**config.mk**
```make
export PLATFORM = sky130hd
export DESIGN_NAME = manchester_encoder_100m_flat
export DESIGN_NICKNAME = d
export VERILOG_FILES = /design/src/rtl/manchester_encoder_100m_if.sv /design/src/rtl/manchester_encoder_100m.sv /design/src/flat_wrapper.sv
export SDC_FILE = /design/constraint.sdc
export NUM_CORES = 1
export LEC_CHECK = 0
export BUFFER_PORTS_ARGS = -buffer_cell sky130_fd_sc_hd__buf_2
export CAP_MARGIN = 20
export CORE_MARGIN = 4
export CORE_UTILIZATION = 50
export DETAILED_ROUTE_END_ITERATION = 10
export PLACE_DENSITY = 0.7
export SETUP_SLACK_MARGIN = 0.5
export SYNTH_ARGS = -nofsm -noshare
export SYNTH_HDL_FRONTEND = slang
export SYNTH_SLANG_ARGS = --single-unit
```
**constraint.sdc**
```tcl
create_clock -name clk_sys -period 3.2 [get_ports clk_sys]
set_clock_uncertainty 0.1 [all_clocks]
set_input_delay 0.32 -clock clk_sys [delete_from_list [all_inputs] [get_ports clk_sys]]
set_output_delay 0.32 -clock clk_sys [all_outputs]
set_load 0.05 [all_outputs]
```
**src/rtl/manchester_encoder_100m_if.sv**
```systemverilog
// manchester_encoder_100m_if: packer-to-encoder bit handshake plus line and status signals
interface manchester_encoder_100m_if;
  logic       tx_en;
  logic       tx_bit;
  logic       tx_bit_valid;
  logic       tx_bit_ready;
  logic       line_out;
  logic       line_active;
  logic       overflow;
  logic [7:0] underrun_cnt;
  modport master (
    output tx_en, tx_bit, tx_bit_valid,
    input  tx_bit_ready, line_out, line_active, overflow, underrun_cnt
  );
  modport slave (
    input  tx_en, tx_bit, tx_bit_valid,
    output tx_bit_ready, line_out, line_active, overflow, underrun_cnt
  );
endinterface

```
**src/rtl/manchester_encoder_100m.sv**
```systemverilog
// manchester_encoder_100m: bit FIFO feeding a Manchester line encoder with backpressure and status
module manchester_encoder_100m #(
  parameter int   CLKS_PER_HALF = 2,
  parameter int   DEPTH         = 4,
  parameter logic IDLE_LEVEL    = 1'b0
) (
  input logic clk_sys,
  input logic rst_n,
  manchester_encoder_100m_if.slave bus
);
  localparam int AW = $clog2(DEPTH);
  localparam int HW = (CLKS_PER_HALF > 1) ? $clog2(CLKS_PER_HALF) : 1;
  typedef enum logic [1:0] {IDLE, HALF1, HALF2} state_t;
  state_t          state_q;
  logic [DEPTH-1:0] mem_q;
  logic [AW-1:0]   wr_ptr_q, rd_ptr_q;
  logic [AW:0]     count_q, count_d;
  logic [HW-1:0]   half_q;
  logic            bit_q, line_q, active_q, overflow_q;
  logic [7:0]      underrun_q;
  logic            empty, full, half_end, pop, push;
  assign empty    = count_q == '0;
  assign full     = count_q == (AW+1)'(DEPTH);
  assign half_end = half_q == HW'(CLKS_PER_HALF - 1);
  assign pop      = !empty && bus.tx_en && (state_q == IDLE || (state_q == HALF2 && half_end));
  assign push     = bus.tx_bit_valid && (!full || pop);
  assign count_d  = count_q + (AW+1)'(push) - (AW+1)'(pop);
  // Ready leaves room for the bit the packer may already have in flight.
  assign bus.tx_bit_ready = bus.tx_en &&
    (({1'b0, count_q} + (AW+2)'(bus.tx_bit_valid)) <= (AW+2)'(DEPTH - 2));
  assign bus.line_out     = line_q;
  assign bus.line_active  = active_q;
  assign bus.overflow     = overflow_q;
  assign bus.underrun_cnt = underrun_q;
  always_ff @(posedge clk_sys or negedge rst_n)
    if (!rst_n) begin
      mem_q      <= '0;
      wr_ptr_q   <= '0;
      rd_ptr_q   <= '0;
      count_q    <= '0;
      overflow_q <= 1'b0;
    end else begin
      if (push) begin
        mem_q[wr_ptr_q] <= bus.tx_bit;
        wr_ptr_q        <= wr_ptr_q + AW'(1);
      end
      if (pop) rd_ptr_q <= rd_ptr_q + AW'(1);
      count_q <= count_d;
      if (bus.tx_bit_valid && full && !pop) overflow_q <= 1'b1;
    end
  always_ff @(posedge clk_sys or negedge rst_n)
    if (!rst_n) begin
      state_q    <= IDLE;
      half_q     <= '0;
      bit_q      <= 1'b0;
      line_q     <= IDLE_LEVEL;
      active_q   <= 1'b0;
      underrun_q <= '0;
    end else if (pop) begin
      state_q  <= HALF1;
      half_q   <= '0;
      bit_q    <= mem_q[rd_ptr_q];
      line_q   <= !mem_q[rd_ptr_q];
      active_q <= 1'b1;
    end else if (state_q != IDLE && !half_end) begin
      half_q <= half_q + HW'(1);
    end else if (state_q == HALF1) begin
      state_q <= HALF2;
      half_q  <= '0;
      line_q  <= bit_q;
    end else if (state_q == HALF2) begin
      state_q  <= IDLE;
      half_q   <= '0;
      line_q   <= IDLE_LEVEL;
      active_q <= 1'b0;
      if (bus.tx_en) underrun_q <= underrun_q + 8'd1;
    end
endmodule

```
**src/flat_wrapper.sv**
```systemverilog
// flat-port wrapper written by rule: the top's interface ports become plain ports
module manchester_encoder_100m_flat 
#(
  parameter int   CLKS_PER_HALF = 2,
  parameter int   DEPTH         = 4,
  parameter logic IDLE_LEVEL    = 1'b0
)
  (clk_sys, rst_n, bus_tx_en, bus_tx_bit, bus_tx_bit_valid, bus_tx_bit_ready, bus_line_out, bus_line_active, bus_overflow, bus_underrun_cnt);
  manchester_encoder_100m_if bus_i ();
  input logic clk_sys;
  input logic rst_n;
  input wire logic [$bits(bus_i.tx_en)-1:0] bus_tx_en;
  input wire logic [$bits(bus_i.tx_bit)-1:0] bus_tx_bit;
  input wire logic [$bits(bus_i.tx_bit_valid)-1:0] bus_tx_bit_valid;
  output wire logic [$bits(bus_i.tx_bit_ready)-1:0] bus_tx_bit_ready;
  output wire logic [$bits(bus_i.line_out)-1:0] bus_line_out;
  output wire logic [$bits(bus_i.line_active)-1:0] bus_line_active;
  output wire logic [$bits(bus_i.overflow)-1:0] bus_overflow;
  output wire logic [$bits(bus_i.underrun_cnt)-1:0] bus_underrun_cnt;
  assign bus_i.tx_en = bus_tx_en;
  assign bus_i.tx_bit = bus_tx_bit;
  assign bus_i.tx_bit_valid = bus_tx_bit_valid;
  assign bus_tx_bit_ready = bus_i.tx_bit_ready;
  assign bus_line_out = bus_i.line_out;
  assign bus_line_active = bus_i.line_active;
  assign bus_overflow = bus_i.overflow;
  assign bus_underrun_cnt = bus_i.underrun_cnt;
  manchester_encoder_100m #(.CLKS_PER_HALF(CLKS_PER_HALF), .DEPTH(DEPTH), .IDLE_LEVEL(IDLE_LEVEL)) u_core (.clk_sys(clk_sys), .rst_n(rst_n), .bus(bus_i));
endmodule
```
==> flow_metrics.env <==
export IMPL_cts_sinks=26
export IMPL_power_density_nw_per_um2=1010
export IMPL_yosys_area_share_simple_pct=13.7
export IMPL_drtPass1Iterations=4
export IMPL_synth_top_family_by_area="simple AND/OR/NAND/NOR gates"
export IMPL_layout_nets=160
export IMPL_worst_pin_slew_ns=0.579
export IMPL_vdd_ir_drop_max_uv=613
export IMPL_synth_edf_count=0
export IMPL_drt_iter0_markers=44
export IMPL_finalSetupTns_ns=0
export IMPL_final_cell_mix="dfrtp_1 (26), buf_2 (16), ha_1 (13)"
export IMPL_drv_cap=0
export IMPL_antenna_left=0
export IMPL_path_cells="inv_1 -> ha_1 -> a21o_1 -> nand3b_1 -> inv_1 -> ha_1 -> inv_1 -> ha_1 -> inv_1 -> fa_1 -> xor2_1"
export IMPL_criticalPathCategory="reg2reg"
export IMPL_ys_seq_area_share_pct=46.4
export IMPL_antenna_found_initial=0
export IMPL_cts_tree="yes"
export IMPL_p_leak_nw=0.796
export IMPL_yosysUniqueCellTypes=29
export IMPL_synthXorXnorAreaFrac_pct=7.50
export IMPL_synth_fa_ha_area_share_pct=13.0
export IMPL_critPathMaxFanout=8
export IMPL_num_rows=18
export IMPL_r2r_cells=11
export IMPL_synthMuxAreaShare_pct=8.30
export IMPL_setup_viol=0
export IMPL_port_buffers=16
export IMPL_worst_hold_startpoint="bus_tx_bit"
export IMPL_vias_per_cell=5.40
export IMPL_die_w_um=60.9
export IMPL_critPathMostFrequentCell="inv_1"
export IMPL_ys_async_sr_fraction_pct=100
export IMPL_syn_num_nets=137
export IMPL_critPathRequiredTime_ns=3.33
export IMPL_clk_pin_slew_ns=0.15
export IMPL_synth_flop_cell="dfrtp_1"
export IMPL_grt_pass1_wl_um=4160
export IMPL_timing_fmax_mhz=410
export IMPL_holdPathStages=2
export IMPL_core_um2=2570
export IMPL_grt_pass1_vias=899
export IMPL_crit_path_max_incr_delay_ns=0.41
export IMPL_ys_ff_latch=26
export IMPL_cts_path_max_buffers=2
export IMPL_area_growth_pct=13.6
export IMPL_avgSynthCellArea_um2=11.9
export IMPL_outcome="finished clean"
export IMPL_cp_slowest_cell="dfrtp_1"
export IMPL_period_needed_ns=2.44
export IMPL_dp_hpwl_um=1740
export IMPL_hold_path_class="in2reg"
export IMPL_die_y_um=60.9
export IMPL_diodes=0
export IMPL_wirelength_um=2360
export IMPL_synth_compound_area_share_pct=8.04
export IMPL_ios=17
export IMPL_slew_violations=0
export IMPL_total_power_mw=1.61
export IMPL_die_area_um2=3710
export IMPL_place_congestion=0.855
export IMPL_yosys_warnings=0
export IMPL_rr_startpoint="u_core.state_q[0]$_DFFE_PN0P_"
export IMPL_end_kind="flip-flop"
export IMPL_whs_endpoint="u_core.mem_q[1]$_DFFE_PN0P_"
export IMPL_rsz0062_at_grt="false"
export IMPL_netlist_area_um2=1400
export IMPL_cp_arrival_ns=2.57
export IMPL_drc=0
export IMPL_cts_root_buf="clkbuf_4"
export IMPL_hold_viol_final=0
export IMPL_drive_gt1_share_pct=27.1
export IMPL_wl_per_cell_um=13.9
export IMPL_num_vias=918
export IMPL_start_kind="flip-flop"
export IMPL_timing_rr_end="u_core.count_q[2]$_DFF_PN0_"
export IMPL_clk_latency_ns=0.32
export IMPL_cts_buffers=3
export IMPL_htreeDepth=1
export IMPL_synth_cells=118
export IMPL_maxSlewHeadroom_pct=61.4
export IMPL_reg2reg_slack_ns=0.76
export IMPL_initial_utilization_pct=54.6
export IMPL_grt_max_degree=27
export IMPL_track_usage_pct=15.0
export IMPL_period_share_pct=76.3
export IMPL_gr_total_overflow=0
export IMPL_final_common_cell="dfrtp_1"
final cells by class:
type | instances | area, um^2
clock inverter | 1 | 30.0
fill | 228 | 976
inverter | 10 | 37.5
multi-input combinational | 81 | 708
clock buffer | 3 | 22.5
sequential | 26 | 651
timing repair buffer | 19 | 105
tap | 30 | 37.5
registers in the layout (all words and copies together) (netlist names):
| signal | flops |
|---|---|
| u_core.state_q | 2 |
| u_core.bus.line_out | 1 |
| u_core.bit_q | 1 |
| u_core.rd_ptr_q | 2 |
| u_core.count_q | 3 |
| u_core.half_end | 1 |
| u_core.bus.overflow | 1 |
| u_core.wr_ptr_q | 2 |
| u_core.bus.line_active | 1 |
| u_core.bus.underrun_cnt | 8 |
| u_core.mem_q | 4 |
worst max-delay path by stage:
stage	from	endpoint	cells past startpoint
floorplan	u_core.state_q[0]$_DFFE_PN0P_	u_core.count_q[2]$_DFF_PN0_	11
global placement	u_core.state_q[0]$_DFFE_PN0P_	u_core.count_q[2]$_DFF_PN0_	11
detailed placement	u_core.state_q[0]$_DFFE_PN0P_	u_core.count_q[2]$_DFF_PN0_	11
CTS	u_core.state_q[0]$_DFFE_PN0P_	u_core.count_q[2]$_DFF_PN0_	11
global route	u_core.state_q[0]$_DFFE_PN0P_	u_core.count_q[2]$_DFF_PN0_	11
finish	u_core.state_q[0]$_DFFE_PN0P_	u_core.count_q[2]$_DFF_PN0_	11
repair_timing:
action / 4_1_cts / 5_1_grt
gates resized for setup: 0 / 0
setup endpoints to repair: 0 / 2
setup buffers: 0 / 2
hold buffers: 1 / 0
hold endpoints to repair: 26 / 0
power by group:
group	internal, mW	total (mW)	leakage, nW	switching, mW
logic	0.371	0.787	0.445	0.416
registers	0.460	0.599	0.323	0.138
clock network	0.127	0.227	0.0279	0.101
total	0.957	1.61	0.796	0.655
cells in the mapped netlist, types with 2 or more instances:
master,n,area (um^2)
xnor2_1,10,87.6
and3_1,2,12.5
and4_1,2,17.5
inv_1,10,37.5
nand3_1,3,15.0
dfrtp_1,26,651
ha_1,13,163
nand4_1,3,18.8
mux2_2,3,33.8
nor3_1,3,15.0
a21o_1,2,15.0
o21ai_0,3,15.0
nor2b_2,4,35.0
nand2_1,9,33.8
a21oi_1,4,20.0
xor2_1,2,17.5
mux2_4,4,60.1
nand3b_1,2,15.0
nor2_1,3,11.3
critical path: cells and delay by family, from the launching register on:
kind | cells | cell delay [ns]
adders and majority gates | 4 | 1.08
DFF | 1 | 0.41
buffers and inverters | 4 | 0.28
AOI/OAI and AO/OA | 1 | 0.19
xor gates and xnor gates | 1 | 0.17
and+or+nand+nor | 1 | 0.13
per-layer routing:
metal  track usage, %  part of all wire, %  up-vias
met1             22.0                   49      452
met4             2.79                    0        0
met2             23.1                   48       12
met5                0                    0        -
li1                 -                    -      454
met3             3.19                  3.2        0
metrics by stage:
stage | instance area, um^2 | setup slack [ns] | hold slack, ns | instances | util [%]
finish | 1590 | 0.759 | 0.169 | 170 | 62.0
global route | 1590 | 0.605 | 0.155 | 170 | 62.0
CTS | 1580 | 0.586 | 0.163 | 168 | 61.4
detailed placement | 1510 | 0.630 | 0.257 | 163 | 59.0
global placement | 1510 | 0.738 | 0.247 | 163 | 59.0
floorplan | 1400 | 0.841 | -0.0756 | 118 | -
logic make-up after synthesis:
| family | after synthesis |
|---|---|
| and+or+nand+nor | 33 |
| AOI/OAI and AO/OA | 14 |
| muxes | 8 |
| DFF | 26 |
| adders and majority gates | 14 |
| xor gates and xnor gates | 12 |
| buffers and inverters | 11 |
Power figures use the tool's default switching activity.
